==> config.mk <==
export PLATFORM = sky130hd
export DESIGN_NAME = control_sequencer
export DESIGN_NICKNAME = d
export VERILOG_FILES = /design/src/rtl/seq_pkg.sv /design/src/rtl/control_sequencer_cond_eval.sv /design/src/rtl/control_sequencer.sv
export SDC_FILE = /design/constraint.sdc
export NUM_CORES = 1
export LEC_CHECK = 0
export ABC_AREA = 1
export ABC_CLOCK_PERIOD_IN_PS = 3400
export BUFFER_PORTS_ARGS = -buffer_cell sky130_fd_sc_hd__buf_4
export CAP_MARGIN = 20
export CORE_AREA = 2 2 42 44
export CTS_CLUSTER_SIZE = 20
export DETAILED_ROUTE_END_ITERATION = 10
export DIE_AREA = 0 0 44 46
export GPL_TIMING_DRIVEN = 0
export MAX_ROUTING_LAYER = met4
export PLACE_DENSITY = 0.76
export SKIP_CTS_REPAIR_TIMING = 1
export SYNTH_ARGS = -nofsm -noshare
export SYNTH_HDL_FRONTEND = slang
export SYNTH_SLANG_ARGS = --single-unit
==> constraint.sdc <==
create_clock -name Clock -period 3.4 [get_ports Clock]
set_input_delay 0.68 -clock Clock [delete_from_list [all_inputs] [get_ports Clock]]
set_output_delay 0.68 -clock Clock [all_outputs]
set_load 0.05 [all_outputs]
==> src/rtl/seq_pkg.sv <==
// ----------------------------------------------------------------------------
// seq_pkg
// Shared types for the multicycle control sequencer:
//   state_t        sequencer states
//   instr_class_t  Opcode[7:6] instruction class
//   ctrl_func_t    Opcode[5:3] meaning for the control class
//   cond_t         Opcode[2:0] branch condition codes
//   INT_VECTOR     address loaded into Pc when the datapath selects PC_INT
// plus the datapath select encodings that the sequencer drives (ALU op,
// Pc / Op1 / Op2 / Imm / Wd / Rs1 / Lr / Rw selects).
// ----------------------------------------------------------------------------
package seq_pkg;

  typedef enum logic [2:0] {
    S_FETCH_A = 3'd0,
    S_FETCH_D = 3'd1,
    S_EXEC    = 3'd2,
    S_MEM_A   = 3'd3,
    S_MEM_D   = 3'd4,
    S_INT     = 3'd5
  } state_t;

  typedef enum logic [1:0] {
    CLS_ALU_REG = 2'b00,
    CLS_ALU_IMM = 2'b01,
    CLS_MEM     = 2'b10,
    CLS_CTRL    = 2'b11
  } instr_class_t;

  // Codes 101..111 are not listed; they decode as NOP.
  typedef enum logic [2:0] {
    CF_B    = 3'b000,
    CF_BL   = 3'b001,
    CF_RET  = 3'b010,
    CF_NOP  = 3'b011,
    CF_RETI = 3'b100
  } ctrl_func_t;

  typedef enum logic [2:0] {
    CC_AL = 3'b000,  // always
    CC_EQ = 3'b001,  // Z
    CC_NE = 3'b010,  // !Z
    CC_CS = 3'b011,  // C
    CC_CC = 3'b100,  // !C
    CC_MI = 3'b101,  // N
    CC_PL = 3'b110,  // !N
    CC_NV = 3'b111   // never
  } cond_t;

  localparam logic [15:0] INT_VECTOR = 16'h0010;

  // Datapath select encodings. ALU ops 0..7 are indexed directly by func.
  typedef enum logic [3:0] {
    ALU_ADD   = 4'd0,
    ALU_SUB   = 4'd1,
    ALU_AND   = 4'd2,
    ALU_OR    = 4'd3,
    ALU_XOR   = 4'd4,
    ALU_SHL   = 4'd5,
    ALU_SHR   = 4'd6,
    ALU_ADC   = 4'd7,
    ALU_PASS1 = 4'd8
  } alu_op_t;

  typedef enum logic [1:0] {PC_1 = 2'd0, PC_ALU_OUT = 2'd1, PC_LR = 2'd2, PC_INT = 2'd3} pc_sel_t;
  typedef enum logic {OP1_RD1 = 1'b0, OP1_PC = 1'b1} op1_sel_t;
  typedef enum logic {OP2_RD2 = 1'b0, OP2_IMM = 1'b1} op2_sel_t;
  typedef enum logic {IMM_SHORT = 1'b0, IMM_LONG = 1'b1} imm_sel_t;
  typedef enum logic {WD_ALU = 1'b0, WD_SYS = 1'b1} wd_sel_t;
  typedef enum logic {RS1_RA = 1'b0, RS1_RD = 1'b1} rs1_sel_t;
  typedef enum logic {LR_ALU = 1'b0, LR_SYS = 1'b1} lr_sel_t;
  typedef enum logic {RW_RD = 1'b0, RW_LR = 1'b1} rw_sel_t;

endpackage

==> src/rtl/control_sequencer_cond_eval.sv <==
// ----------------------------------------------------------------------------
// cond_eval
// Combinational branch-condition evaluator.
// Ports:
//   flags  in  4  flag register {N,Z,V,C}
//   cc     in     condition code (cond_t)
//   take   out 1  1 when the branch condition holds
// ----------------------------------------------------------------------------
module cond_eval
  import seq_pkg::*;
(
  input  logic [3:0] flags,
  input  cond_t      cc,
  output logic       take
);

  always_comb begin
    take = 1'b0;
    unique case (cc)
      CC_AL:   take = 1'b1;
      CC_EQ:   take = flags[2];
      CC_NE:   take = ~flags[2];
      CC_CS:   take = flags[0];
      CC_CC:   take = ~flags[0];
      CC_MI:   take = flags[3];
      CC_PL:   take = ~flags[3];
      CC_NV:   take = 1'b0;
      default: take = 1'b0;
    endcase
  end

endmodule

==> src/rtl/control_sequencer.sv <==
// ----------------------------------------------------------------------------
// control_sequencer
// Multicycle control FSM for the CPU datapath: fetch, decode/execute, memory
// access and writeback over the multiplexed SysBus (address phase followed by
// a data phase that stretches until MemRdy). Holds the {N,Z,V,C} flag register.
//
// Parameters:
//   RESET_STATE  state entered while nReset is low (default S_FETCH_A)
//   MAX_WAIT     data-phase timeout in cycles, 0 = no timeout
//
// Ports:
//   Clock, nReset         clock (rising edge), async active-low reset
//   Irq                   level interrupt request (SEQ_IRQ_EN builds only)
//   Opcode[7:0]           Ir[15:8]: class[7:6], func[5:3], cc[2:0]
//   Flags[3:0]            combinational ALU flags {N,Z,V,C}
//   MemRdy                memory completes the data phase this cycle
//   Ale, RnW              SysBus address phase / read-not-write
//   BusErr                sticky data-phase timeout flag
//   AluOp..RwSel          datapath selects
//   AluEn..MemEn          datapath strobes (PcEn/LrEn/AluEn/MemEn mutually
//                         exclusive)
//   CFlag                 registered carry for the ALU CarryIn
//
// Build option: define SEQ_IRQ_EN to add the Irq input, the IE bit and the
// S_INT vectoring state. Without it RETI behaves exactly like RET.
// ----------------------------------------------------------------------------
module control_sequencer
  import seq_pkg::*;
#(
  parameter state_t RESET_STATE = S_FETCH_A,
  parameter int     MAX_WAIT    = 0
) (
  input  logic       Clock,
  input  logic       nReset,
`ifdef SEQ_IRQ_EN
  input  logic       Irq,
`endif
  input  logic [7:0] Opcode,
  input  logic [3:0] Flags,
  input  logic       MemRdy,
  output logic       Ale,
  output logic       RnW,
  output logic       BusErr,
  output alu_op_t    AluOp,
  output pc_sel_t    PcSel,
  output op1_sel_t   Op1Sel,
  output op2_sel_t   Op2Sel,
  output imm_sel_t   ImmSel,
  output wd_sel_t    WdSel,
  output rs1_sel_t   Rs1Sel,
  output lr_sel_t    LrSel,
  output rw_sel_t    RwSel,
  output logic       AluEn,
  output logic       AluWe,
  output logic       LrEn,
  output logic       LrWe,
  output logic       PcEn,
  output logic       PcWe,
  output logic       IrWe,
  output logic       RegWe,
  output logic       MemEn,
  output logic       CFlag
);

  localparam logic [15:0] WAIT_LAST = (MAX_WAIT > 0) ? 16'(MAX_WAIT - 1) : 16'd0;

  state_t       state_reg, state_next;
  logic [3:0]   flags_reg;
  logic         bus_err_reg;
  logic [15:0]  wait_cnt_reg;

  instr_class_t cls;
  ctrl_func_t   cfunc;
  logic [2:0]   func;
  logic         is_stw;
  logic         take;
  logic         in_data;
  logic         timeout;

  assign cls    = instr_class_t'(Opcode[7:6]);
  assign func   = Opcode[5:3];
  assign cfunc  = ctrl_func_t'(Opcode[5:3]);
  assign is_stw = Opcode[3];

  cond_eval u_cond_eval (
    .flags (flags_reg),
    .cc    (cond_t'(Opcode[2:0])),
    .take  (take)
  );

  // The counter holds the number of wait cycles already spent in the current
  // data phase, so the timeout fires on the MAX_WAIT-th consecutive wait cycle.
  assign in_data = (state_reg == S_FETCH_D) || (state_reg == S_MEM_D);
  assign timeout = (MAX_WAIT > 0) && in_data && !MemRdy && (wait_cnt_reg == WAIT_LAST);

  assign BusErr = bus_err_reg;
  assign CFlag  = flags_reg[0];

`ifdef SEQ_IRQ_EN
  logic ie_reg;

  always_ff @(posedge Clock or negedge nReset) begin
    if (!nReset) begin
      ie_reg <= 1'b1;
    end else if (state_reg == S_INT) begin
      ie_reg <= 1'b0;
    end else if (state_reg == S_EXEC && cls == CLS_CTRL && cfunc == CF_RETI) begin
      ie_reg <= 1'b1;
    end
  end
`endif

  always_ff @(posedge Clock or negedge nReset) begin
    if (!nReset) begin
      state_reg    <= RESET_STATE;
      flags_reg    <= 4'd0;
      bus_err_reg  <= 1'b0;
      wait_cnt_reg <= 16'd0;
    end else begin
      state_reg <= state_next;
      if (state_reg == S_EXEC && (cls == CLS_ALU_REG || cls == CLS_ALU_IMM)) begin
        flags_reg <= Flags;
      end
      if (timeout) begin
        bus_err_reg <= 1'b1;
      end
      if (in_data && !MemRdy && !timeout) begin
        wait_cnt_reg <= wait_cnt_reg + 16'd1;
      end else begin
        wait_cnt_reg <= 16'd0;
      end
    end
  end

  always_comb begin
    state_next = state_reg;
    Ale    = 1'b0;
    RnW    = 1'b1;
    AluEn  = 1'b0;
    AluWe  = 1'b0;
    LrEn   = 1'b0;
    LrWe   = 1'b0;
    PcEn   = 1'b0;
    PcWe   = 1'b0;
    IrWe   = 1'b0;
    RegWe  = 1'b0;
    MemEn  = 1'b0;
    AluOp  = ALU_ADD;
    PcSel  = PC_1;
    Op1Sel = OP1_RD1;
    Op2Sel = OP2_RD2;
    ImmSel = IMM_SHORT;
    WdSel  = WD_ALU;
    Rs1Sel = RS1_RA;
    LrSel  = LR_ALU;
    RwSel  = RW_RD;

    // Outputs are decoded from state, so they are masked while nReset is low
    // to keep every strobe and Ale inactive throughout reset.
    if (nReset) begin
      unique case (state_reg)
        S_FETCH_A: begin
          PcEn       = 1'b1;
          Ale        = 1'b1;
          state_next = S_FETCH_D;
        end
        S_FETCH_D: begin
          MemEn = 1'b1;
          if (MemRdy) begin
            IrWe       = 1'b1;
            PcSel      = PC_1;
            PcWe       = 1'b1;
            state_next = S_EXEC;
          end else if (timeout) begin
            state_next = S_FETCH_A;
          end
        end
        S_EXEC: begin
          unique case (cls)
            CLS_ALU_REG, CLS_ALU_IMM: begin
              Rs1Sel     = RS1_RA;
              Op1Sel     = OP1_RD1;
              Op2Sel     = (cls == CLS_ALU_REG) ? OP2_RD2 : OP2_IMM;
              ImmSel     = IMM_SHORT;
              AluOp      = alu_op_t'({1'b0, func});
              WdSel      = WD_ALU;
              RwSel      = RW_RD;
              RegWe      = 1'b1;
              state_next = S_FETCH_A;
            end
            CLS_MEM: begin
              // Effective address Rd1(Ra) + short immediate lands in AluOut.
              Rs1Sel     = RS1_RA;
              Op1Sel     = OP1_RD1;
              Op2Sel     = OP2_IMM;
              ImmSel     = IMM_SHORT;
              AluOp      = ALU_ADD;
              AluWe      = 1'b1;
              state_next = S_MEM_A;
            end
            default: begin
              // Branch target = already-incremented Pc + long immediate.
              Op1Sel     = OP1_PC;
              Op2Sel     = OP2_IMM;
              ImmSel     = IMM_LONG;
              AluOp      = ALU_ADD;
              state_next = S_FETCH_A;
              unique case (cfunc)
                CF_B: begin
                  if (take) begin
                    PcSel = PC_ALU_OUT;
                    PcWe  = 1'b1;
                  end
                end
                CF_BL: begin
                  // Pc drives SysBus so Lr captures the return address while
                  // Pc loads the target at the same edge.
                  PcEn  = 1'b1;
                  LrSel = LR_SYS;
                  LrWe  = 1'b1;
                  PcSel = PC_ALU_OUT;
                  PcWe  = 1'b1;
                end
                CF_RET, CF_RETI: begin
                  PcSel = PC_LR;
                  PcWe  = 1'b1;
                end
                default: ;
              endcase
            end
          endcase
        end
        S_MEM_A: begin
          AluEn = 1'b1;
          Ale   = 1'b1;
          RnW   = ~is_stw;
          if (is_stw) begin
            // Address is on the bus; swap AluOut to the store data for the
            // data phase.
            Rs1Sel = RS1_RD;
            AluOp  = ALU_PASS1;
            AluWe  = 1'b1;
          end
          state_next = S_MEM_D;
        end
        S_MEM_D: begin
          if (is_stw) begin
            AluEn = 1'b1;
            RnW   = 1'b0;
          end else begin
            MemEn = 1'b1;
            WdSel = WD_SYS;
            RwSel = RW_RD;
            RegWe = MemRdy;
          end
          if (MemRdy || timeout) begin
            state_next = S_FETCH_A;
          end
        end
        S_INT: begin
          PcEn       = 1'b1;
          LrSel      = LR_SYS;
          LrWe       = 1'b1;
          PcSel      = PC_INT;
          PcWe       = 1'b1;
          state_next = S_FETCH_A;
        end
        default: state_next = S_FETCH_A;
      endcase

`ifdef SEQ_IRQ_EN
      // Instruction boundary: divert to the interrupt entry state instead.
      if (state_next == S_FETCH_A && state_reg != S_INT && Irq && ie_reg) begin
        state_next = S_INT;
      end
`endif
    end
  end

endmodule

======== Yosys cells after proc, flatten, opt, wreduce, memory -nomap -nowiden ========
Cells that the tools add are included.
word-level totals
  register bits after elaboration ......... 7
  bits of input ports ..................... 15
  output and inout port bits .............. 26
  logic and storage cells ................. 94
operators by class
  equality and inequality tests ........... 19
  mux-type cells .......................... 56
  bitwise operators ....................... 4
  reduce and logical (&&, ||, !) cells .... 13
operators with widths
  operator            number
  $mux 1              34
  $eq 3x3->1 const B  7
  $pmux 1 s2          8
  $eq 3x2->1 const B  5
  $pmux 3 s5          1
  $eq 3x1->1 const B  3
  $logic_not 3->1     3
  $mux 3              3
  $mux 4              2
  $pmux 1 s8          1
  $pmux 4 s2          1
  $reduce_or 2->1     4
  $mux 2              3
  $pmux 2 s3          1
  $reduce_or 3->1     2
  $ne 2x2->1 const B  2
  $not 1->1           4
  $pmux 2 s2          1
  $pmux 1 s3          1
  $reduce_and 3->1    1
  $eq 2x1->1 const B  1
  $eq 2x2->1 const B  1
  $logic_not 2->1     1
  $logic_and 1x1->1   1
  $logic_or 1x1->1    1

======== Longest topological paths before layout ========
  depth after elaboration ................. 7
  depth in mapped cells ................... 8
  depth with buffers taken out ............ 8

======== Hierarchy ========
A second synthesis with hierarchy kept.
second synthesis, totals
  cells, all modules ...................... 121
  area, all modules ....................... 690.7 um^2
modules (own cells, without submodules)
  module             instances  cells an instance  area an instance (um^2)  sequential area each (um^2)
  control_sequencer  1          105                625.6                    175.2
  cond_eval          1          16                 65.1                     0.0

======== Worst setup path before layout ========
Ideal clock, no wire load.
  path type ............................... input to output
  start ................................... in nReset
  end ..................................... out RnW
  arrival ................................. 2202 ps
  required time ........................... 2720 ps
  slack ................................... 518 ps
  cell stages on the path ................. 4
  buffers on the path ..................... 1
  cells stage by stage .................... buf_2 nand4_1 nor2_1 nor2_1
on the way
  cells in the longest elaborated chain, start to end .. 1
ends and longest elaborated chain
  element             RTL line                  RTL
  start: declaration  control_sequencer.sv:34   input logic nReset,
  $mux 1              control_sequencer.sv:160  if (nReset) begin
  end: declaration    control_sequencer.sv:42   output logic RnW,
No other way between the ends.

======== Final worst setup path ========
Same ends and word-level chain as after synthesis.

==> impl_metrics.yaml <==
cts:
  cts.clk_slew.worst_paths_ns: 0.05
  clk_latency_ns: 0.25
  htree_levels: 1
  ctsLongestPathBuffers: 2
  tritoncts: "built"
  root_buffer: "clkbuf_4"
  numCtsBuffers: 3
  clock-sinks: 6
cells_and_area:
  layout_commonest_cell: "buf_4"
  post-route-util_pct: 60.54
  drive_above_1_share_pct: 41.06
  final_nets: 168
  area_growth_pct: 49.05
  fillers: 163
  mostFrequentLayoutCells: "41 x buf_4, 23 x nand2_1, 20 x nor2_1"
  final_cells: 168
  insertedDiodeCount: 0
detailed_routing:
  drtIter0Drc: 6
  met2_length_um: 881
  top_layer: "met4"
  drc: 0
  dr.pass1.iters: 4
  drt_wl_total_um: 1693
  avgRoutedWirePerCell_um: 10.08
  vias_per_cell: 4.750
  wl_met1_um: 735
  num_vias: 798
  met3_length_um: 53
  ant_nets: 0
timing:
  period_needed_ns: 2.404
  fin_crit_sh_pct: 70.71
  finalMaxSlewViolations: 0
  rsz0062_at_grt: "no"
  hold_viol_final: 0
  skew_ns: 0.006513
  setup_tns_ns: 0
  final-setup-viol-count: 0
  fmax_mhz: 416.0
  hold_ws_ns: 0.2226
critical_path:
  critPathKind: "in -> out"
  max_stage_delay_ns: 0.26
  cp.buffers_inverters: 3
  critical_path_peak_fanout: 8
  crit_path_cell_trace: "buf_4, buf_2, nand4_1, nor2_1, nor2_1, buf_4"
  critPathArrivalTime_ns: 1.72
  critPathLaunchType: "input pin"
  crit_required_ns: 2.72
  cp_top_family: "simple AND/OR/NAND/NOR gates"
  end_kind: "primary output"
  critPathSlowestCell: "nand4_1"
grt:
  grt_pass1_vias: 669
  track_usage_pct: 18.76
  grt_max_degree: 10
  grt_pass1_wl_um: 2739
  grt.overflow.total: 0
  antenna_found_initial: 0
logic_synthesis:
  yosysSeqAreaShare_pct: 22.90
  synthArstFlopShare_pct: 100.0
  yosys_most_used_dff: "dfrtp_1"
  synth_area_leader_cell: "dfrtp_1"
  netlist_top_cells_area: "dfrtp_1 23%, nand2_1 13%, nor2_1 11%"
  ys_ff_latch: 6
  yosysUniqueCellTypes: 23
  synth_cells: 110
  yosysWarnings: 0
  netlist.area_leader.share_pct: 22.90
  synthesis.area_sq_um: 655.6
  syn_avg_cell_area_sq_um: 5.960
  synth_edf_count: 0
floorplanning:
  start_util_pct: 40.62
  rows: 15
  die_area_sq_um: 2024
  die_h_um: 46
  die_w_um: 44
  io_pins: 41
  coreArea_sq_um: 1614
placed_design:
  place_hpwl_um: 1420
  dp.cells: 165
  routabilityCongestion: 0.8742
  port_buffers: 36
flow_run:
  maxCapViolCount: 0
run_status:
  outcome: "finished, final reports clean"
worst_hold_path:
  holdCritPathClass: "in -> async"
pwr:
  p_leak_nw: 0.5531
  vdd_drop_max_mv: 0.3698
  power.density_nw_per_um2: 648.5
## synthesized netlist by cell type, types with 2 or more instances
library cell and count:
nand3_2 2, nor3_1 3, buf_4 5, inv_2 7
nand2_2 2, nor2_4 2, nand3_1 6, a21oi_1 3
nor2_1 20, o21ai_0 5, nand2_1 23, o21ai_1 5
dfrtp_1 6, inv_1 12
## per-stage QoR
step	power, mW	setup WS, ns	cell area, sq um
2_1_floorplan	0.4497	0.5184	663.1
3_3_place_gp	0.5608	1.006	954.7
6_report	0.6337	0.9959	977.2
3_5_place_dp	0.5657	0.9962	954.7
4_1_cts	0.6356	0.9967	977.2
5_1_grt	0.6851	0.8482	977.2
## final timing paths
path	startpoint	end	slack [ns]	cells after the start
setup reg to reg	state_reg[0]	state_reg[0]	2.21	5
hold / removal	nReset	state_reg[0]	0.22	1
min in group Clock	flags_reg[2]	flags_reg[2]	0.52	2
setup / recovery	nReset	RnW	1.0	6
hold reg to reg	flags_reg[2]	flags_reg[2]	0.52	2
max in group asynchronous	nReset	flags_reg[2]	3.06	1
## per-layer routing
layer | global-route usage [%] | up-vias
li1 | - | 418
met1 | 23.08 | 361
met2 | 30.29 | 16
met3 | 1.190 | 3
met4 | 10.91 | 0
met5 | - | -
## layout make-up
class | count | area [sq um] | share of cell area (%)
multi-input cells | 81 | 399.1 | 40.85
repair buffers | 36 | 270.3 | 27.66
flip-flops and latches | 6 | 150.1 | 15.36
inverters | 19 | 71.32 | 7.298
plain buffers | 6 | 42.54 | 4.353
clock buffers | 3 | 22.52 | 2.305
well taps | 17 | 21.27 | 2.177
## cell families (layout without fill, tap and decap cells)
family	after synthesis	after routing	share of synthesized area, %
AO/OA/AOI/OAI	18	18	17.37
buffers and inverters	25	64	17.37
other	1	3	0.5720
flip-flops	6	6	22.90
AND/OR/NAND/NOR	60	60	41.79
## where the power goes
group          switching [mW]  internal [mW]  total, mW
logic                   0.305          0.129      0.434
registers              0.0286          0.103      0.132
clock network          0.0280         0.0401     0.0681
(Power assumes the default switching activity.)
